`src/rtl/mem_stage_pkg.sv`:
```
// Shared constants for the memory-access stage: funct3 access codes,
// FSM state encoding and the access-size decode helper.
package mem_stage_pkg;

   localparam int XLEN_DEF = 32;

   localparam logic [2:0] F3_LB  = 3'b000;
   localparam logic [2:0] F3_LH  = 3'b001;
   localparam logic [2:0] F3_LBU = 3'b100;
   localparam logic [2:0] F3_LHU = 3'b101;

   typedef enum logic [1:0] {
      S_IDLE = 2'd0,
      S_REQ  = 2'd1,
      S_WAIT = 2'd2
   } mem_state_e;

   typedef enum logic [1:0] {
      SZ_B = 2'd0,
      SZ_H = 2'd1,
      SZ_W = 2'd2
   } acc_size_e;

   // Reserved funct3 codes fall back to a word access.
   function automatic acc_size_e f3_size(input logic [2:0] f3);
      acc_size_e sz;
      case (f3)
         F3_LB, F3_LBU: sz = SZ_B;
         F3_LH, F3_LHU: sz = SZ_H;
         default:       sz = SZ_W;
      endcase
      return sz;
   endfunction

endpackage

```
`src/rtl/mem_stage_lsu_align.sv`:
```
// Byte-lane steering for the data bus: byte enables, store replication,
// misalignment detection and load extraction/extension.
module lsu_align
   import mem_stage_pkg::*;
(
   input  logic [2:0]  funct3,
   input  logic [1:0]  addr_lo,
   input  logic [31:0] st_data,
   input  logic [31:0] ld_raw,
   output logic [3:0]  be,
   output logic [31:0] wdata,
   output logic        misalign,
   output logic [31:0] ld_data
);

   logic [7:0]  ld_b;
   logic [15:0] ld_h;
   logic        sgn;

   always_comb begin
      ld_b     = ld_raw[{addr_lo, 3'b000} +: 8];
      ld_h     = ld_raw[{addr_lo[1], 4'b0000} +: 16];
      sgn      = ~funct3[2];
      be       = 4'b1111;
      wdata    = st_data;
      misalign = 1'b0;
      ld_data  = ld_raw;
      unique case (f3_size(funct3))
         SZ_B: begin
            be      = 4'b0001 << addr_lo;
            wdata   = {4{st_data[7:0]}};
            ld_data = {{24{sgn & ld_b[7]}}, ld_b};
         end
         SZ_H: begin
            be       = 4'b0011 << addr_lo;
            wdata    = {2{st_data[15:0]}};
            misalign = addr_lo[0];
            ld_data  = {{16{sgn & ld_h[15]}}, ld_h};
         end
         default: begin
            misalign = |addr_lo;
         end
      endcase
   end

endmodule

```
`src/rtl/mem_stage.sv`:
```
// Memory-access stage: drives the req/gnt data bus for loads and stores,
// holds the MEM/WB register and stalls the front end while a bus op is open.
module mem_stage
   import mem_stage_pkg::*;
#(
   parameter int XLEN    = XLEN_DEF,
   parameter int RADDR_W = 5,
   parameter int TIMEOUT = 255
) (
   input  logic               clk,
   input  logic               rst,
   input  logic               ex_mem_valid_i,
   input  logic [RADDR_W-1:0] ex_mem_reg_w_addr_i,
   input  logic               ex_mem_reg_w_ena_i,
   input  logic [XLEN-1:0]    ex_mem_reg_w_data_i,
   input  logic               ex_mem_mem_r_ena_i,
   input  logic               ex_mem_mem_w_ena_i,
   input  logic [XLEN-1:0]    ex_mem_mem_w_data_i,
   input  logic [2:0]         ex_mem_funct3_i,
   output logic               dmem_req_o,
   output logic               dmem_we_o,
   output logic [XLEN-1:0]    dmem_addr_o,
   output logic [XLEN-1:0]    dmem_wdata_o,
   output logic [3:0]         dmem_be_o,
   input  logic               dmem_gnt_i,
   input  logic               dmem_rvalid_i,
   input  logic [XLEN-1:0]    dmem_rdata_i,
   output logic [RADDR_W-1:0] mem_wb_reg_w_addr_o,
   output logic               mem_wb_reg_w_ena_o,
   output logic [XLEN-1:0]    mem_wb_reg_w_data_o,
   output logic               mem_hold_o,
   output logic               misalign_o,
   output logic               bus_err_o
);

   localparam logic [7:0] TO_CNT = 8'(TIMEOUT);

   mem_state_e         state, state_n;
   logic [7:0]         cnt, cnt_n;
   logic               mem_op, is_st, timeout, mis;
   logic               req, hold, mis_p, berr;
   logic               wb_ld, wb_ena_n;
   logic [XLEN-1:0]    wb_data_n;
   logic [XLEN-1:0]    ld_data;
   logic [RADDR_W-1:0] wb_addr_q;
   logic               wb_ena_q;
   logic [XLEN-1:0]    wb_data_q;

   lsu_align u_align (
      .funct3   (ex_mem_funct3_i),
      .addr_lo  (ex_mem_reg_w_data_i[1:0]),
      .st_data  (ex_mem_mem_w_data_i),
      .ld_raw   (dmem_rdata_i),
      .be       (dmem_be_o),
      .wdata    (dmem_wdata_o),
      .misalign (mis),
      .ld_data  (ld_data)
   );

   assign mem_op  = ex_mem_valid_i & (ex_mem_mem_r_ena_i | ex_mem_mem_w_ena_i);
   assign is_st   = ex_mem_mem_w_ena_i;
   assign timeout = (cnt == TO_CNT);

   always_comb begin
      state_n   = state;
      cnt_n     = cnt;
      req       = 1'b0;
      hold      = 1'b0;
      mis_p     = 1'b0;
      berr      = 1'b0;
      wb_ld     = 1'b1;
      wb_ena_n  = 1'b0;
      wb_data_n = ex_mem_reg_w_data_i;
      unique case (state)
         S_IDLE: begin
            cnt_n    = 8'd0;
            wb_ena_n = ex_mem_valid_i & ex_mem_reg_w_ena_i & ~mem_op;
            if (mem_op && mis) begin
               mis_p = 1'b1;
            end else if (mem_op) begin
               req = 1'b1;
               if (!dmem_gnt_i) begin
                  state_n = S_REQ;
                  hold    = 1'b1;
               end else if (!is_st) begin
                  state_n = S_WAIT;
                  hold    = 1'b1;
               end
            end
         end
         S_REQ: begin
            if (timeout) begin
               berr    = 1'b1;
               state_n = S_IDLE;
            end else begin
               req = 1'b1;
               if (dmem_gnt_i) begin
                  cnt_n = 8'd0;
                  if (is_st) begin
                     state_n = S_IDLE;
                  end else begin
                     state_n = S_WAIT;
                     hold    = 1'b1;
                  end
               end else begin
                  cnt_n = cnt + 8'd1;
                  hold  = 1'b1;
               end
            end
         end
         S_WAIT: begin
            if (timeout) begin
               berr    = 1'b1;
               state_n = S_IDLE;
            end else if (dmem_rvalid_i) begin
               state_n   = S_IDLE;
               wb_ena_n  = ex_mem_reg_w_ena_i;
               wb_data_n = ld_data;
            end else begin
               cnt_n = cnt + 8'd1;
               hold  = 1'b1;
            end
         end
         default: begin
            state_n = S_IDLE;
         end
      endcase
      // A held instruction must not overwrite what forwarding already sees.
      if (hold) wb_ld = 1'b0;
   end

   always_ff @(posedge clk or posedge rst) begin
      if (rst) begin
         state     <= S_IDLE;
         cnt       <= 8'd0;
         wb_addr_q <= '0;
         wb_ena_q  <= 1'b0;
         wb_data_q <= '0;
      end else begin
         state <= state_n;
         cnt   <= cnt_n;
         if (wb_ld) begin
            wb_addr_q <= ex_mem_reg_w_addr_i;
            wb_ena_q  <= wb_ena_n;
            wb_data_q <= wb_data_n;
         end
      end
   end

   // Bus controls drop the moment reset rises, even with a live EX/MEM op.
   assign dmem_req_o  = req & ~rst;
   assign dmem_we_o   = req & is_st & ~rst;
   assign dmem_addr_o = {ex_mem_reg_w_data_i[XLEN-1:2], 2'b00};
   assign mem_hold_o  = hold & ~rst;
   assign misalign_o  = mis_p & ~rst;
   assign bus_err_o   = berr & ~rst;

   assign mem_wb_reg_w_addr_o = wb_addr_q;
   assign mem_wb_reg_w_ena_o  = wb_ena_q;
   assign mem_wb_reg_w_data_o = wb_data_q;

endmodule

```
`config.mk`:
```
export PLATFORM = sky130hd
export DESIGN_NAME = mem_stage
export DESIGN_NICKNAME = d
export VERILOG_FILES = /design/src/rtl/mem_stage_pkg.sv /design/src/rtl/mem_stage_lsu_align.sv /design/src/rtl/mem_stage.sv
export SDC_FILE = /design/constraint.sdc
export NUM_CORES = 1
export LEC_CHECK = 0
export CELL_PAD_IN_SITES_DETAIL_PLACEMENT = 0
export CELL_PAD_IN_SITES_GLOBAL_PLACEMENT = 2
export CORE_MARGIN = 2
export CORE_UTILIZATION = 22
export DETAILED_ROUTE_END_ITERATION = 7
export GPL_ROUTABILITY_DRIVEN = 0
export GPL_TIMING_DRIVEN = 0
export PLACE_DENSITY = 0.95
export SYNTH_ARGS = -nofsm -noshare
export SYNTH_HDL_FRONTEND = slang
export SYNTH_SLANG_ARGS = --single-unit
```
`constraint.sdc`:
```
create_clock -name clk -period 5 [get_ports clk]
set_input_delay 0.75 -clock clk [delete_from_list [all_inputs] [get_ports clk]]
set_output_delay 0.75 -clock clk [all_outputs]
set_load 0.005 [all_outputs]
```
==> results.ini <==
[synthesis]
synth_top_cell_by_area=dfrtp_1
yosysWarnings=0
synth_area_mm2=0.00378
ys_top_cells_by_area=dfrtp_1 (32%), mux2_2 (15%), buf_4 (7.9%)
synth-main-ff-cell=dfrtp_1
ys_seq_area_share_pct=31.7
syn_area_per_cell_um2=9.07
synth_edf_count=0
synthArstFlopShare_pct=100
ys_seq_elements=48
synth_top_area_share_pct=31.7
synth_cell_types=51
syn_inst=417

[floorplan]
core_mm2=0.0167
rows=47
start_util_pct=22.7
fp.dieW_um=135
ioPinCount=223
die_h_um=135
dieArea_mm2=0.0183

[detailed_routing]
dr.pass1.iters=6
drtIter0Drc=196
totalWireLength_um=15500
viasPerCell=4.58
ant_nets=0
drcViolationCount=0
routed-via-count=3953
wl_per_cell_um=17.9

[layout]
nets=760
regArea_mm2=0.00120
area_growth_pct=69.3
final_util_pct=38.4
multi_input_area_mm2=0.00213
fill_cells=1707
final_cell_mix=clkdlybuf4s50_1 (217), mux2_2 (49), nand2_1 (48), dfrtp_1 (48), buf_4 (40)
drive_gt1_share_pct=20.7
diodes=0
final_common_cell=clkdlybuf4s50_1

[critical_path]
path_cells=buf_2 -> clkbuf_1 -> buf_1 -> clkbuf_1 -> nand2_1 -> o21ai_0 -> clkdlybuf4s50_1
worst-path-max-fanout=10
path_buf_inv=5
r2r-start=cnt[0]
cp.required_ps=4250
start_kind=primary input
cp_slowest_cell=clkdlybuf4s50_1
r2r_cells=8
slowest_delay_ps=560
cp_common_cell=clkbuf_1
ff2ff_setup_slack_ps=2530
timing.rr.end=mem_wb_reg_w_data_o[8]
crit_arrival_ps=3110
crit_family=buffers and inverters
cp-end-kind=output pin
critical_path_class=in2out

[worst_hold_path]
hold_depth=1
hold_path_end=mem_wb_reg_w_addr_o[2]
min_from=mem_wb_reg_w_addr_o[2]
holdCritPathClass=reg2reg

[timing]
fmax_mhz=259
finClkSkew_ps=10.3
setup_violations=0
finalCriticalPeriod_ps=3860
setup-tns-final_ps=0
rsz0062_at_grt=no
tightest_slew_ps=820
finalHoldViolCount=0
slew_viol_final=0
finalWorstSetupSlack_ps=1140
period_share_pct=77.2
whs_ps=511
maxSlewHeadroom_pct=45.1

[global_routing]
grt_pass1_wl_um=23900
track_usage_pct=16.8
grt_overflow=0
grt_pass1_vias=4148
grt_max_degree=27
antenna_found_initial=0

[clock_network]
cts_tree=built
postCtsHoldBufs=0
clockBufferDepth=2
postCtsResizedCells=0
clk_pin_slew_ps=70
cts.sinks=48
cts_max_level=2
clock_latency_ps=290
cts_root_buffer=clkbuf_16
cts_buffers=5
post_cts_buffers=0

[power_and_ir_drop]
power.density_mw_per_mm2=352
power_leakage_uw=0.00263
power_uw=2260
peakVddDrop_uv=168

[place]
port_buffers=217
place_ws_ps=1150
dp_hpwl_um=12400

[job]
cap_violations=0

[run_status]
status=finished clean

[area by class of cell]
| type | instances | area share (%) |
|---|---|---|
| clock buffers | 7 | 2.23 |
| multi-input cells | 297 | 33.3 |
| repair buffers | 218 | 34.2 |
| plain buffers | 66 | 6.66 |
| flip-flops and latches | 48 | 18.8 |
| well taps | 220 | 4.30 |
| clock inverters | 1 | 0.117 |
| inverters | 7 | 0.410 |
[where the power goes]
group | internal (µW) | switching (µW) | leakage [µW]
combinational | 750 | 506 | 0.00198
sequential | 550 | 94.6 | 0.000581
clock | 200 | 154 | 0.0000701
total | 1500 | 755 | 0.00263
[cell usage after synthesis, drive strengths merged, types with 7 or more instances]
cell / n
inv: 7
buf: 54
dfrtp: 48
clkbuf: 12
nor2: 35
nor2b: 8
nor3b: 7
mux2: 59
mux2i: 14
nand2: 48
a211oi: 7
o21ai: 31
a21oi: 24
[routing by layer]
metal  vias to the layer above  GRT usage (%)  part of all wire, %
li1                       1887              -                    -
met1                      1905           22.9                   45
met2                       153           28.0                   47
met3                         8           3.67                  7.1
met4                         0           2.49                 0.72
met5                         -              0                    0
[stage by stage]
stage,instance area [µm²],instances
global route,6400,864
detailed placement,6250,856
global placement,6230,855
floorplan,3790,418
finish,6400,864
CTS,6400,864
[worst max path at each step]
stage / depth (start not counted) / slack [ps] / start / endpoint
after floorplan: 5 / 2290 / ex_mem_funct3_i[1] / dmem_be_o[0]
after global placement: 9 / 1140 / ex_mem_reg_w_data_i[0] / mem_hold_o
after detailed placement: 9 / 1150 / ex_mem_reg_w_data_i[0] / mem_hold_o
after CTS: 9 / 1150 / ex_mem_reg_w_data_i[0] / mem_hold_o
after global routing: 7 / 990 / ex_mem_funct3_i[1] / dmem_wdata_o[29]
final: 7 / 1140 / ex_mem_funct3_i[1] / dmem_wdata_o[31]
[sequential cells by signal (all words and copies together) (netlist names)]
register / cells
cnt: 8
state: 2
mem_wb_reg_w_data_o: 32
mem_wb_reg_w_ena_o: 1
mem_wb_reg_w_addr_o: 5
[cell families (layout without fill, tap and decap cells)]
| logic type | count (synthesis) | in the layout | share of synthesized area (%) |
|---|---|---|---|
| flip-flops | 48 | 48 | 31.7 |
| AO/OA/AOI/OAI | 93 | 93 | 15.8 |
| other | 1 | 2 | 0.0991 |
| buffers and inverters | 73 | 299 | 12.0 |
| multiplexers | 74 | 74 | 22.9 |
| AND/OR/NAND/NOR | 123 | 123 | 15.8 |
| adder cells (fa/ha/maj) | 5 | 5 | 1.65 |
(Power assumes the default switching activity.)
